--- src/rtl/alu_nbit_seq.sv ---
// alu_nbit_seq -- WIDTH-bit ALU with a registered result and a start/done handshake.
//   Single-cycle ops: ADD, SUB, XOR, SLT. Multi-cycle op: shift-add MUL (low WIDTH bits).
//   Optional flags: define ALU_SEQ_FLAGS_EN to add the zero/ovf outputs.
//
// Ports:
//   clk          rising-edge clock
//   rst_n        asynchronous active-low reset
//   start        request, sampled only while ready=1
//   op[2:0]      000 ADD, 001 SUB, 010 XOR, 011 SLT, 100 MUL, others reserved (result 0)
//   a, b         operands
//   ready        idle, a start will be accepted
//   done         one-cycle pulse, result valid
//   result       registered result, held until the next done
//   cout         carry out of ADD/SUB (SUB: 1 = no borrow), 0 otherwise
//   zero, ovf    (ALU_SEQ_FLAGS_EN only) result==0 / signed overflow (MUL: upper product bits nonzero)
//
// state | meaning
// ------+------------------------------------------------------------
// IDLE  | waiting for start; ready=1
// MUL   | one shift-add iteration per cycle, WIDTH cycles, fixed latency
// DONE  | result valid; done=1 for this single cycle

module alu_nbit_seq #(
  parameter int WIDTH = 32,
  parameter int CNT_W = 6
) (
  input  logic             clk,
  input  logic             rst_n,
  input  logic             start,
  input  logic [2:0]       op,
  input  logic [WIDTH-1:0] a,
  input  logic [WIDTH-1:0] b,
  output logic             ready,
  output logic             done,
  output logic [WIDTH-1:0] result,
  output logic             cout
`ifdef ALU_SEQ_FLAGS_EN
  ,
  output logic             zero,
  output logic             ovf
`endif
);

  // The flag build keeps the full 2*WIDTH product so the overflow check can see the upper half.
`ifdef ALU_SEQ_FLAGS_EN
  localparam int AW = 2 * WIDTH;
`else
  localparam int AW = WIDTH;
`endif

  localparam logic [2:0] OP_ADD = 3'b000;
  localparam logic [2:0] OP_SUB = 3'b001;
  localparam logic [2:0] OP_XOR = 3'b010;
  localparam logic [2:0] OP_SLT = 3'b011;
  localparam logic [2:0] OP_MUL = 3'b100;

  localparam logic [CNT_W-1:0] CNT_LAST = CNT_W'(WIDTH - 1);

  typedef enum logic [1:0] {
    S_IDLE = 2'd0,
    S_MUL  = 2'd1,
    S_DONE = 2'd2
  } state_t;

  state_t state, state_nxt;

  logic [AW-1:0]    acc;
  logic [AW-1:0]    mcand;
  logic [WIDTH-1:0] mplier;
  logic [CNT_W-1:0] cnt;

  logic [WIDTH:0]   sum_add;
  logic [WIDTH:0]   sum_sub;
  logic             ovf_sub;
  logic             slt_bit;
  logic [WIDTH-1:0] alu_res;
  logic             alu_cout;
  logic [AW-1:0]    acc_sum;
  logic             mul_last;
`ifdef ALU_SEQ_FLAGS_EN
  logic             ovf_add;
  logic             alu_ovf;
`endif

  always_ff @(posedge clk or negedge rst_n) begin
    if (!rst_n) state <= S_IDLE;
    else        state <= state_nxt;
  end

  always_comb begin
    state_nxt = state;
    ready     = 1'b0;
    done      = 1'b0;
    case (state)
      S_IDLE: begin
        ready = 1'b1;
        if (start) state_nxt = (op == OP_MUL) ? S_MUL : S_DONE;
      end
      S_MUL:  if (mul_last) state_nxt = S_DONE;
      S_DONE: begin
        done      = 1'b1;
        state_nxt = S_IDLE;
      end
      default: state_nxt = S_IDLE;
    endcase
  end

  // Single-cycle ALU, evaluated on the live operands; they are consumed at the start edge.
  always_comb begin
    sum_add = {1'b0, a} + {1'b0, b};
    sum_sub = {1'b0, a} + {1'b0, ~b} + (WIDTH+1)'(1);
    // SLT uses sign XOR overflow so it stays correct when a-b wraps.
    ovf_sub = (a[WIDTH-1] != b[WIDTH-1]) && (sum_sub[WIDTH-1] != a[WIDTH-1]);
    slt_bit = sum_sub[WIDTH-1] ^ ovf_sub;
`ifdef ALU_SEQ_FLAGS_EN
    ovf_add = (a[WIDTH-1] == b[WIDTH-1]) && (sum_add[WIDTH-1] != a[WIDTH-1]);
    alu_ovf = 1'b0;
`endif
    alu_res  = '0;
    alu_cout = 1'b0;
    case (op)
      OP_ADD: begin
        alu_res  = sum_add[WIDTH-1:0];
        alu_cout = sum_add[WIDTH];
`ifdef ALU_SEQ_FLAGS_EN
        alu_ovf  = ovf_add;
`endif
      end
      OP_SUB: begin
        alu_res  = sum_sub[WIDTH-1:0];
        alu_cout = sum_sub[WIDTH];
`ifdef ALU_SEQ_FLAGS_EN
        alu_ovf  = ovf_sub;
`endif
      end
      OP_XOR:  alu_res = a ^ b;
      OP_SLT:  alu_res = {{(WIDTH-1){1'b0}}, slt_bit};
      default: alu_res = '0;
    endcase
  end

  always_comb begin
    acc_sum  = acc + (mplier[0] ? mcand : '0);
    mul_last = (cnt == CNT_LAST);
  end

  always_ff @(posedge clk or negedge rst_n) begin
    if (!rst_n) begin
      acc    <= '0;
      mcand  <= '0;
      mplier <= '0;
      cnt    <= '0;
      result <= '0;
      cout   <= 1'b0;
`ifdef ALU_SEQ_FLAGS_EN
      zero   <= 1'b0;
      ovf    <= 1'b0;
`endif
    end else begin
      case (state)
        S_IDLE: begin
          if (start) begin
            if (op == OP_MUL) begin
              acc    <= '0;
              mcand  <= AW'(a);
              mplier <= b;
              cnt    <= '0;
            end else begin
              result <= alu_res;
              cout   <= alu_cout;
`ifdef ALU_SEQ_FLAGS_EN
              zero   <= (alu_res == '0);
              ovf    <= alu_ovf;
`endif
            end
          end
        end
        S_MUL: begin
          acc    <= acc_sum;
          mcand  <= mcand << 1;
          mplier <= mplier >> 1;
          cnt    <= cnt + CNT_W'(1);
          if (mul_last) begin
            result <= acc_sum[WIDTH-1:0];
            cout   <= 1'b0;
`ifdef ALU_SEQ_FLAGS_EN
            zero   <= (acc_sum[WIDTH-1:0] == '0);
            ovf    <= |acc_sum[AW-1:WIDTH];
`endif
          end
        end
        default: ;
      endcase
    end
  end

endmodule

--- config.mk ---
export PLATFORM = sky130hd
export DESIGN_NAME = alu_nbit_seq
export DESIGN_NICKNAME = d
export VERILOG_FILES = /design/src/rtl/alu_nbit_seq.sv
export SDC_FILE = /design/constraint.sdc
export NUM_CORES = 1
export LEC_CHECK = 0
export BUFFER_PORTS_ARGS = -buffer_cell sky130_fd_sc_hd__buf_4
export CAP_MARGIN = 0
export CORE_AREA = 2 2 172 174
export DETAILED_ROUTE_END_ITERATION = 12
export DIE_AREA = 0 0 174 176
export SYNTH_ARGS = -nofsm -noshare
export SYNTH_HDL_FRONTEND = slang
export SYNTH_SLANG_ARGS = --single-unit
export TNS_END_PERCENT = 20
--- constraint.sdc ---
create_clock -name clk -period 4.6 [get_ports clk]
set_clock_uncertainty 0.15 [all_clocks]
set_input_delay 0 -clock clk [delete_from_list [all_inputs] [get_ports clk]]
set_output_delay 0 -clock clk [all_outputs]
set_load 0.005 [all_outputs]
==> metrics.txt <==
Most used DFF post-synth=dfrtp_1; Crit-path slowest cell=dlygate4sd3_1; non-filler cells, final=2042; crit path launch type=input port; Crit Path Max Fanout=10; total number of yosys warnings=0; Final min period=3829 ps; H-tree depth=4; Max clock buf depth=2; 1st-iter DRT viols=1169; Congestion Overflow GR=0; largest net degree at the start of global routing=135; max_cap viols=0; DRC errors left=0; layout net count=1816; CP Class=input port to register; drt wl/cell=18.64 um; core area=28550 um2; Ant. Diodes=0; Data required, critical path=4770 ps; final period utilization=83.24%; footprint of the multi-input gates=7592 um2; CTS Buf Count=17; clock sinks=137; Die Span Y=176 um; Post-DP HPWL=28.01 mm; worst flop-to-flop path endpoint=result[28]$_DFFE_PN0P_; PD cells=551.4 nW/um2; Worst-path clk slew=70 ps; Fin. Hold Viols=5; FILL cells=2878; Final GP Congestion=0.9251; worst setup path start=a[3]; Initial Util=40.97%; Worst Hold Class=input port to asynchronous set/reset pin; # Post-CTS Setup Buffers=0; clk_lat worst skew=440 ps; crit-path cells=dlygate4sd3_1 -> buf_4 -> ha_1 -> o211ai_1 -> a21oi_2 -> o21ai_1 -> a31oi_1 -> a31oi_1 -> o21ai_0 -> a21oi_1 -> o21bai_1 -> fa_1 -> a221oi_1 -> a21oi_1; final setup fails=0; DRT antenna net count=0; fin. max-slew vios=0; relative slew slack=24.41%; wirelength, routed=38.06 mm; CP max stage delay=540 ps; First-pass DRT Iterations=6; EDFF count, synth=0; status=finished, violations left; mapped cell area=11700 um2; Pleak=6.469 nW; Critical Path End Type=register; floorplan row count=62; clock root cell=clkbuf_16; fmax=261.2 MHz; power consumption=7.728 mW; FF/Latch Area=3428 um2; Mapped Cells=1531; area grow syn2layout=19.82%; Placed Instances=1942; layout cells sized above 1=10.80%; failing checks=hold timing; final hold slack=-7.169 ps; maximum vdd drop=0.2435 mV; Netlist cell types=79; first-pass GRT wire length=60.52 mm; CP delay by family, top=compound AO/OA/AOI/OAI gates; sequential share of the synthesized area=29.31%; Port Buffer Count=104; Die Area=30620 um2; Worst R2R Start=mplier[0]$_DFFE_PN0P_; Sum Neg Setup Slack=0 ps; Vias=11550; RSZ-0062 raised after global routing=no; fin worst setup slack=771.2 ps; Worst Tran Pin Value=1134 ps; Total GRT Usage=24.88%; syn_area_per_cell=7.640 um2; die span in x=174 um; Post-synth ARST share=100.0%; hold buffer count at cts=69; Seq cells post-synth=137; Via density=5.656; Crit path buffers/inverters=2; Syn Nets=1701; vias in the first global route=11000; pre-CTS WS=990.3 ps; Boundary Pins=105; worst r2r path cells=12; r2r setup slk=1020 ps; CTS tree=done; CP arrival=4000 ps; initial antenna violation count=0; Post-CTS Resized=0
[routing by layer]
| metal | up-vias | track usage, % | routed length [um] |
|---|---|---|---|
| met1 | 5508 | 35.64 | 18200 |
| met2 | 328 | 38.56 | 16810 |
| li1 | 5654 | - | - |
| met5 | - | 0 | 0 |
| met4 | 0 | 7.983 | 996 |
| met3 | 59 | 3.768 | 2056 |
[power by group]
part | internal [mW] | switching, mW
sequential | 1.74 | 0.379
clock | 0.964 | 0.596
combinational | 1.72 | 2.33
[synth_stat cells (35+ instances only)]
library cell	n	area, um2
and2_1	38	237.7
dfrtp_1	137	3428
clkbuf_1	65	244.0
nor3_1	39	195.2
nor2_1	183	686.9
xnor2_1	35	306.5
ha_1	96	1201
a21oi_1	123	615.6
a21o_1	36	270.3
nand2_1	222	833.3
o21ai_0	96	480.5
inv_1	79	296.5
a31oi_1	61	381.6
[area by class of cell]
cell class                      instances  area share (%)
Timing Repair Buffer                  184           11.20
Clock buffer                           17           3.035
Multi-Input combinational cell       1227           54.17
Sequential cell                       137           24.46
Tap cell                              384           3.428
Inverter                               79           2.116
Clock inverter                         14           1.580
[placed cells by master (no fill, tap or decap), types with 39 or more instances in the layout]
cell / instances
buf_4: 113
dlygate4sd3_1: 69
nand2_1: 222
o21ai_0: 96
dfrtp_1: 137
ha_1: 96
a21oi_1: 123
inv_1: 79
nor3_1: 39
a31oi_1: 61
nor2_1: 182
[state kept, by name, indices dropped and copies added, names as in the netlist]
signal	flops
mplier	32
cnt	6
state	2
acc	32
result	32
mcand	32
cout	1
[how the worst max path moves through the flow]
stage | endpoint | slack (ps) | depth (start not counted)
global placement | result[31]$_DFFE_PN0P_ | 1110 | 13
CTS | cout$_DFFE_PN0P_ | 870 | 16
finish | result[31]$_DFFE_PN0P_ | 770 | 14
floorplan | result[28]$_DFFE_PN0P_ | 1300 | 13
detailed placement | result[31]$_DFFE_PN0P_ | 990 | 13
global route | result[31]$_DFFE_PN0P_ | 570 | 14
[kinds of logic after synthesis]
family	after synthesis	synth area share, %
AND/OR/NAND/NOR	581	21.97
AO/OA/AOI/OAI	487	27.33
buffers and inverters	167	5.905
flip-flops	137	29.31
adder cells (fa/ha/maj)	100	10.95
XOR/XNOR	49	3.669
multiplexers	10	0.8558
[metrics by stage]
step                      instance area [um2]  util (%)
final                                   14010     49.09
after CTS                               14010     49.09
after global routing                    14010     49.09
after detailed placement                12680     44.41
after floorplan                         11700         -
after global placement                  12680     44.41
Note: power is estimated with default switching activity, not from simulation.
